[src/rtl/mem_arbiter_pkg.sv]
// Shared types and constants for the two-port memory arbiter.
package mem_arbiter_pkg;

    localparam int unsigned ADRS_W  = 8;
    localparam int unsigned DATA_W  = 8;
    localparam int unsigned RDATA_W = 16;
    localparam int unsigned CNT_W   = 4;

    typedef enum logic [1:0] {
        IDLE   = 2'd0,
        ACCESS = 2'd1,
        RESP   = 2'd2
    } state_t;

    localparam logic PORT0 = 1'b0;
    localparam logic PORT1 = 1'b1;

    localparam logic RW_READ  = 1'b1;
    localparam logic RW_WRITE = 1'b0;

    // One requester's transaction as presented to the arbiter.
    typedef struct packed {
        logic              rw;
        logic [ADRS_W-1:0] adrs;
        logic [DATA_W-1:0] dout;
    } xact_t;

endpackage

[src/rtl/mem_arbiter_rr_pick.sv]
// Two-way round-robin winner selection; rptr only matters when both ports request.
module rr_pick
    import mem_arbiter_pkg::*;
(
    input  logic req0,
    input  logic req1,
    input  logic rptr,
    output logic winner_c,
    output logic valid_c
);

    always_comb begin
        winner_c = PORT0;
        valid_c  = req0 | req1;
        if (req0 && req1) begin
            winner_c = rptr;
        end else if (req1) begin
            winner_c = PORT1;
        end
    end

endmodule

[src/rtl/mem_arbiter.sv]
// Two-port memory bus arbiter: grant, fixed-latency access, one-cycle done pulse.
module mem_arbiter
    import mem_arbiter_pkg::*;
#(
    parameter int unsigned MEM_LAT = 1
) (
    input  logic                clk,
    input  logic                clr,
    input  logic                req0,
    input  logic                req1,
    input  logic                rw0,
    input  logic                rw1,
    input  logic [ADRS_W-1:0]   adrs0,
    input  logic [ADRS_W-1:0]   adrs1,
    input  logic [DATA_W-1:0]   dout0,
    input  logic [DATA_W-1:0]   dout1,
    output logic                gnt0,
    output logic                gnt1,
    output logic                done0,
    output logic                done1,
    output logic [RDATA_W-1:0]  rdata,
    output logic                mem_en,
    output logic                mem_rw,
    output logic [ADRS_W-1:0]   mem_adrs,
    output logic [DATA_W-1:0]   mem_dout,
    input  logic [RDATA_W-1:0]  mem_din
);

    state_t           state;
    logic             rptr;
    logic             port;
    logic [CNT_W-1:0] cnt;
    logic             win_c;
    logic             win_valid_c;
    xact_t            sel_c;

    rr_pick u_rr_pick (
        .req0     (req0),
        .req1     (req1),
        .rptr     (rptr),
        .winner_c (win_c),
        .valid_c  (win_valid_c)
    );

    // Mux the winning port's request fields.
    always_comb begin
        sel_c.rw   = rw0;
        sel_c.adrs = adrs0;
        sel_c.dout = dout0;
        if (win_c == PORT1) begin
            sel_c.rw   = rw1;
            sel_c.adrs = adrs1;
            sel_c.dout = dout1;
        end
    end

    // The mem_* registers double as the latched transaction, so they hold outside ACCESS.
    always_ff @(posedge clk or negedge clr) begin
        if (!clr) begin
            state    <= IDLE;
            rptr     <= PORT0;
            port     <= PORT0;
            cnt      <= '0;
            gnt0     <= 1'b0;
            gnt1     <= 1'b0;
            done0    <= 1'b0;
            done1    <= 1'b0;
            rdata    <= '0;
            mem_en   <= 1'b0;
            mem_rw   <= RW_READ;
            mem_adrs <= '0;
            mem_dout <= '0;
        end else begin
            case (state)
                IDLE: begin
                    if (win_valid_c) begin
                        port     <= win_c;
                        gnt0     <= (win_c == PORT0);
                        gnt1     <= (win_c == PORT1);
                        mem_en   <= 1'b1;
                        mem_rw   <= sel_c.rw;
                        mem_adrs <= sel_c.adrs;
                        mem_dout <= sel_c.dout;
                        cnt      <= CNT_W'(MEM_LAT - 1);
                        state    <= ACCESS;
                    end
                end
                ACCESS: begin
                    if (cnt == '0) begin
                        mem_en <= 1'b0;
                        gnt0   <= 1'b0;
                        gnt1   <= 1'b0;
                        if (mem_rw == RW_READ) begin
                            rdata <= mem_din;
                        end
                        done0  <= (port == PORT0);
                        done1  <= (port == PORT1);
                        state  <= RESP;
                    end else begin
                        cnt <= cnt - CNT_W'(1);
                    end
                end
                RESP: begin
                    done0 <= 1'b0;
                    done1 <= 1'b0;
                    rptr  <= ~port;
                    state <= IDLE;
                end
                default: state <= IDLE;
            endcase
        end
    end

endmodule

[config.mk]
export PLATFORM = sky130hd
export DESIGN_NAME = mem_arbiter
export DESIGN_NICKNAME = d
export VERILOG_FILES = /design/src/rtl/mem_arbiter_pkg.sv /design/src/rtl/mem_arbiter_rr_pick.sv /design/src/rtl/mem_arbiter.sv
export SDC_FILE = /design/constraint.sdc
export NUM_CORES = 1
export LEC_CHECK = 0
export ABC_AREA = 1
export BUFFER_PORTS_ARGS = -buffer_cell sky130_fd_sc_hd__buf_2
export CAP_MARGIN = 25
export CORE_MARGIN = 2
export CORE_UTILIZATION = 30
export DETAILED_ROUTE_END_ITERATION = 12
export GPL_TIMING_DRIVEN = 0
export PLACE_DENSITY = 0.56
export SETUP_SLACK_MARGIN = 0.5
export SLEW_MARGIN = 10
export SYNTH_ARGS = -nofsm -noshare
export SYNTH_HDL_FRONTEND = slang
export SYNTH_HIERARCHICAL = 1
export SYNTH_SLANG_ARGS = --single-unit
export TNS_END_PERCENT = 100
[constraint.sdc]
create_clock -name clk -period 1.5 [get_ports clk]
set_input_delay 0.075 -clock clk [delete_from_list [all_inputs] [get_ports clk]]
set_output_delay 0.075 -clock clk [all_outputs]
set_load 0.02 [all_outputs]
==> results.json <==
{
  "yosysSeqAreaShare_pct": 57.9,
  "yosysTopAreaCell": "dfrtp_1",
  "synth_edf_count": 0,
  "drc": 0,
  "setup_viol": 0,
  "maxSlewHeadroom_pct": 77.6,
  "path_max_fanout": 6,
  "final_util_pct": 58.2,
  "hold_end": "rdata[2]",
  "crit_start": "cnt[0]",
  "hpwlAfterDp_microns": 3660,
  "ff2ff_path_depth": 8,
  "fin_nets": 456,
  "synth_ff_type": "dfrtp_1",
  "ir_drop_mv": 1.09,
  "antennaDiodeCount": 0,
  "cts_buffer_depth": 2,
  "placement.io_buffers": 91,
  "worstSetupPathType": "reg2reg",
  "synth_common_cells": "nand2_1 (103), dfrtp_1 (45), nand3_1 (41)",
  "crit_required_ns": 1.70,
  "numCtsBuffers": 5,
  "synth_seq_cells": 46,
  "cts_num_sinks": 46,
  "area_growth_pct": 86.8,
  "routed_wl_microns": 6420,
  "hp-start": "mem_din[2]",
  "cp_slowest_cell": "dfrtp_1",
  "finClkSkew_ns": 0.00494,
  "drtIter0Drc": 66,
  "clock_latency_ns": 0.30,
  "num_vias": 2185,
  "antenna_found_initial": 0,
  "synth.area.top_cells": "dfrtp_1 (57%), nand2_1 (19%), nand3_1 (10%)",
  "cap_violations": 0,
  "num_rows": 29,
  "startpoint_type": "register",
  "crit_family": "flip-flops",
  "num-fill-cells": 572,
  "gr-usage-all-layers_pct": 18.6,
  "rrSetupSlack_ns": 0.24,
  "die_area_sq_um": 7300,
  "whs_path_depth": 3,
  "core-area_sq_um": 6390,
  "async_flop_share_pct": 100,
  "synthesis.area_sq_um": 1990,
  "holdWs_ns": 0.00291,
  "grt_overflow": 0,
  "cts-root-buf": "clkbuf_8",
  "ys_types": 23,
  "total_power_mw": 7.40,
  "drtAntennaViolNets": 0,
  "r2r-start": "cnt[0]",
  "viasPerCell": 4.57,
  "outcome": "completed",
  "wire_per_inst_microns": 13.4,
  "hold_viol_final": 0,
  "worst_path_most_repeated_cell": "nand2_2",
  "max_freq_mhz": 795,
  "grt_max_degree": 26,
  "syn_avg_cell_area_sq_um": 8.73,
  "p_leak_nw": 1.95,
  "crit_arrival_ns": 1.46,
  "gp_congestion": 0.782,
  "cp-end-kind": "register",
  "path_clk_slew_ns": 0.09,
  "fin_crit_sh_pct": 83.9,
  "syn_nets": 284,
  "yosys_warnings": 6,
  "drt-pass1-iter-count": 4,
  "start_util_pct": 31.2,
  "tightest_slew_ns": 0.335,
  "cts_tree": "done",
  "die_h_microns": 85.5,
  "grt_pass1_vias": 2224,
  "htreeDepth": 2,
  "final_max_slew_viol_count": 0,
  "post-synth-top-count-cell": "nand2_1",
  "drive_above_1_share_pct": 54.1,
  "fin_crit_ns": 1.26,
  "hp-class": "in2reg",
  "p_per_area_nw_per_um2": 1990,
  "io_pins": 92,
  "syn_inst": 228,
  "rsz0062_at_grt": "true",
  "synth_top_area_share_pct": 56.6,
  "r2r_end": "rdata[5]",
  "path_cells": "inv_2 > ha_4 > nand3_4 > clkinv_4 > nand2_8 > buf_8 > nand2_2 > nand2_2",
  "max_stage_delay_ns": 0.41,
  "die_width_microns": 85.5,
  "setup_tns_ns": 0,
  "worst-path-buf-inv": 3,
  "grt_pass1_wl_microns": 10700
}
[final cells by class]
class	instances	area [sq um]	share of cell area, %
timing repair buffer	165	1200	32.4
sequential	46	1150	31.0
multi-input combinational	166	1040	28.1
tap	77	96.3	2.59
buffer	8	90.1	2.42
clock buffer	7	86.3	2.32
inverter	8	35.0	0.942
clock inverter	1	8.76	0.236
[per-stage QoR]
step / cell area [sq um] / setup slack [ns] / instances
5_1_grt: 3720 / 0.178 / 478
3_3_place_gp: 2570 / 0.127 / 396
3_5_place_dp: 2590 / 0.0824 / 397
6_report: 3720 / 0.242 / 478
4_1_cts: 3560 / 0.266 / 475
2_1_floorplan: 2020 / 0.296 / 228
[power by group]
| part | leakage (nW) | internal [mW] | switching (mW) |
|---|---|---|---|
| registers | 0.563 | 1.84 | 0.390 |
| clock network | 0.0489 | 0.382 | 0.441 |
| logic | 1.34 | 1.94 | 2.40 |
| total | 1.95 | 4.17 | 3.23 |
[layer usage]
| metal | wire, microns | track usage, % | part of all wire, % | vias to the layer above |
|---|---|---|---|---|
| li1 | - | - | - | 1071 |
| met1 | 2710 | 23.6 | 42 | 1053 |
| met5 | 0 | 0 | 0 | - |
| met4 | 70 | 4.76 | 1.1 | 0 |
| met2 | 3350 | 32.7 | 52 | 53 |
| met3 | 286 | 3.31 | 4.5 | 8 |
[worst register-to-register path: stages, from the launching register on]
cell      delay (ns)
dfrtp_1         0.41
inv_2           0.09
ha_4            0.15
nand3_4         0.09
clkinv_4        0.09
nand2_8         0.07
buf_8           0.15
nand2_2         0.06
nand2_2         0.04
[how the worst max path moves through the flow]
stage	cells past startpoint	slack [ns]	end
2_1_floorplan	8	0.30	rdata[0]
3_3_place_gp	6	0.13	mem_adrs[1]
3_5_place_dp	6	0.08	mem_adrs[4]
4_1_cts	8	0.27	rdata[5]
5_1_grt	8	0.18	rdata[5]
6_report	8	0.24	rdata[5]
[placed cells by master, fill, tap and decap left out, types with 3 or more instances in the layout]
cell type and n:
buf_2 89, buf_4 21, buf_6 15, clkbuf_8 6, dfrtp_1 44, dlygate4sd3_1 41, inv_1 3, inv_2 4
nand2_1 57, nand2_2 38, nand2_4 9, nand3_1 26, nand3_2 15, nor2_1 4, nor2_4 4, o21ai_1 4
[kinds of logic (layout without fill, tap and decap cells)]
logic type | Yosys count | in the layout | synth area share [%]
buf+inv | 16 | 189 | 4.27
compound gates | 5 | 5 | 1.26
fa+ha+maj | 2 | 2 | 1.26
simple gates | 158 | 158 | 34.9
xor+xnor | 1 | 1 | 0.440
flops | 46 | 46 | 57.9
[registers in the layout, indices dropped and copies added, names as in the netlist]
signal and count:
rdata 16, mem_adrs 8, mem_dout 8, cnt 4, state 2, done0 1, done1 1, gnt0 1
gnt1 1, mem_en 1, mem_rw 1, port 1, rptr 1
[what timing repair did]
item                                    CTS  global route
endpoints found under the hold margin    44             0
gates cloned                              4             0
pin swaps                                23            15
setup buffers                            25             3
hold buffers                             41             0
endpoints found under the setup margin   46            49
gates resized for setup                  67            37
Power figures use the tool's default switching activity.
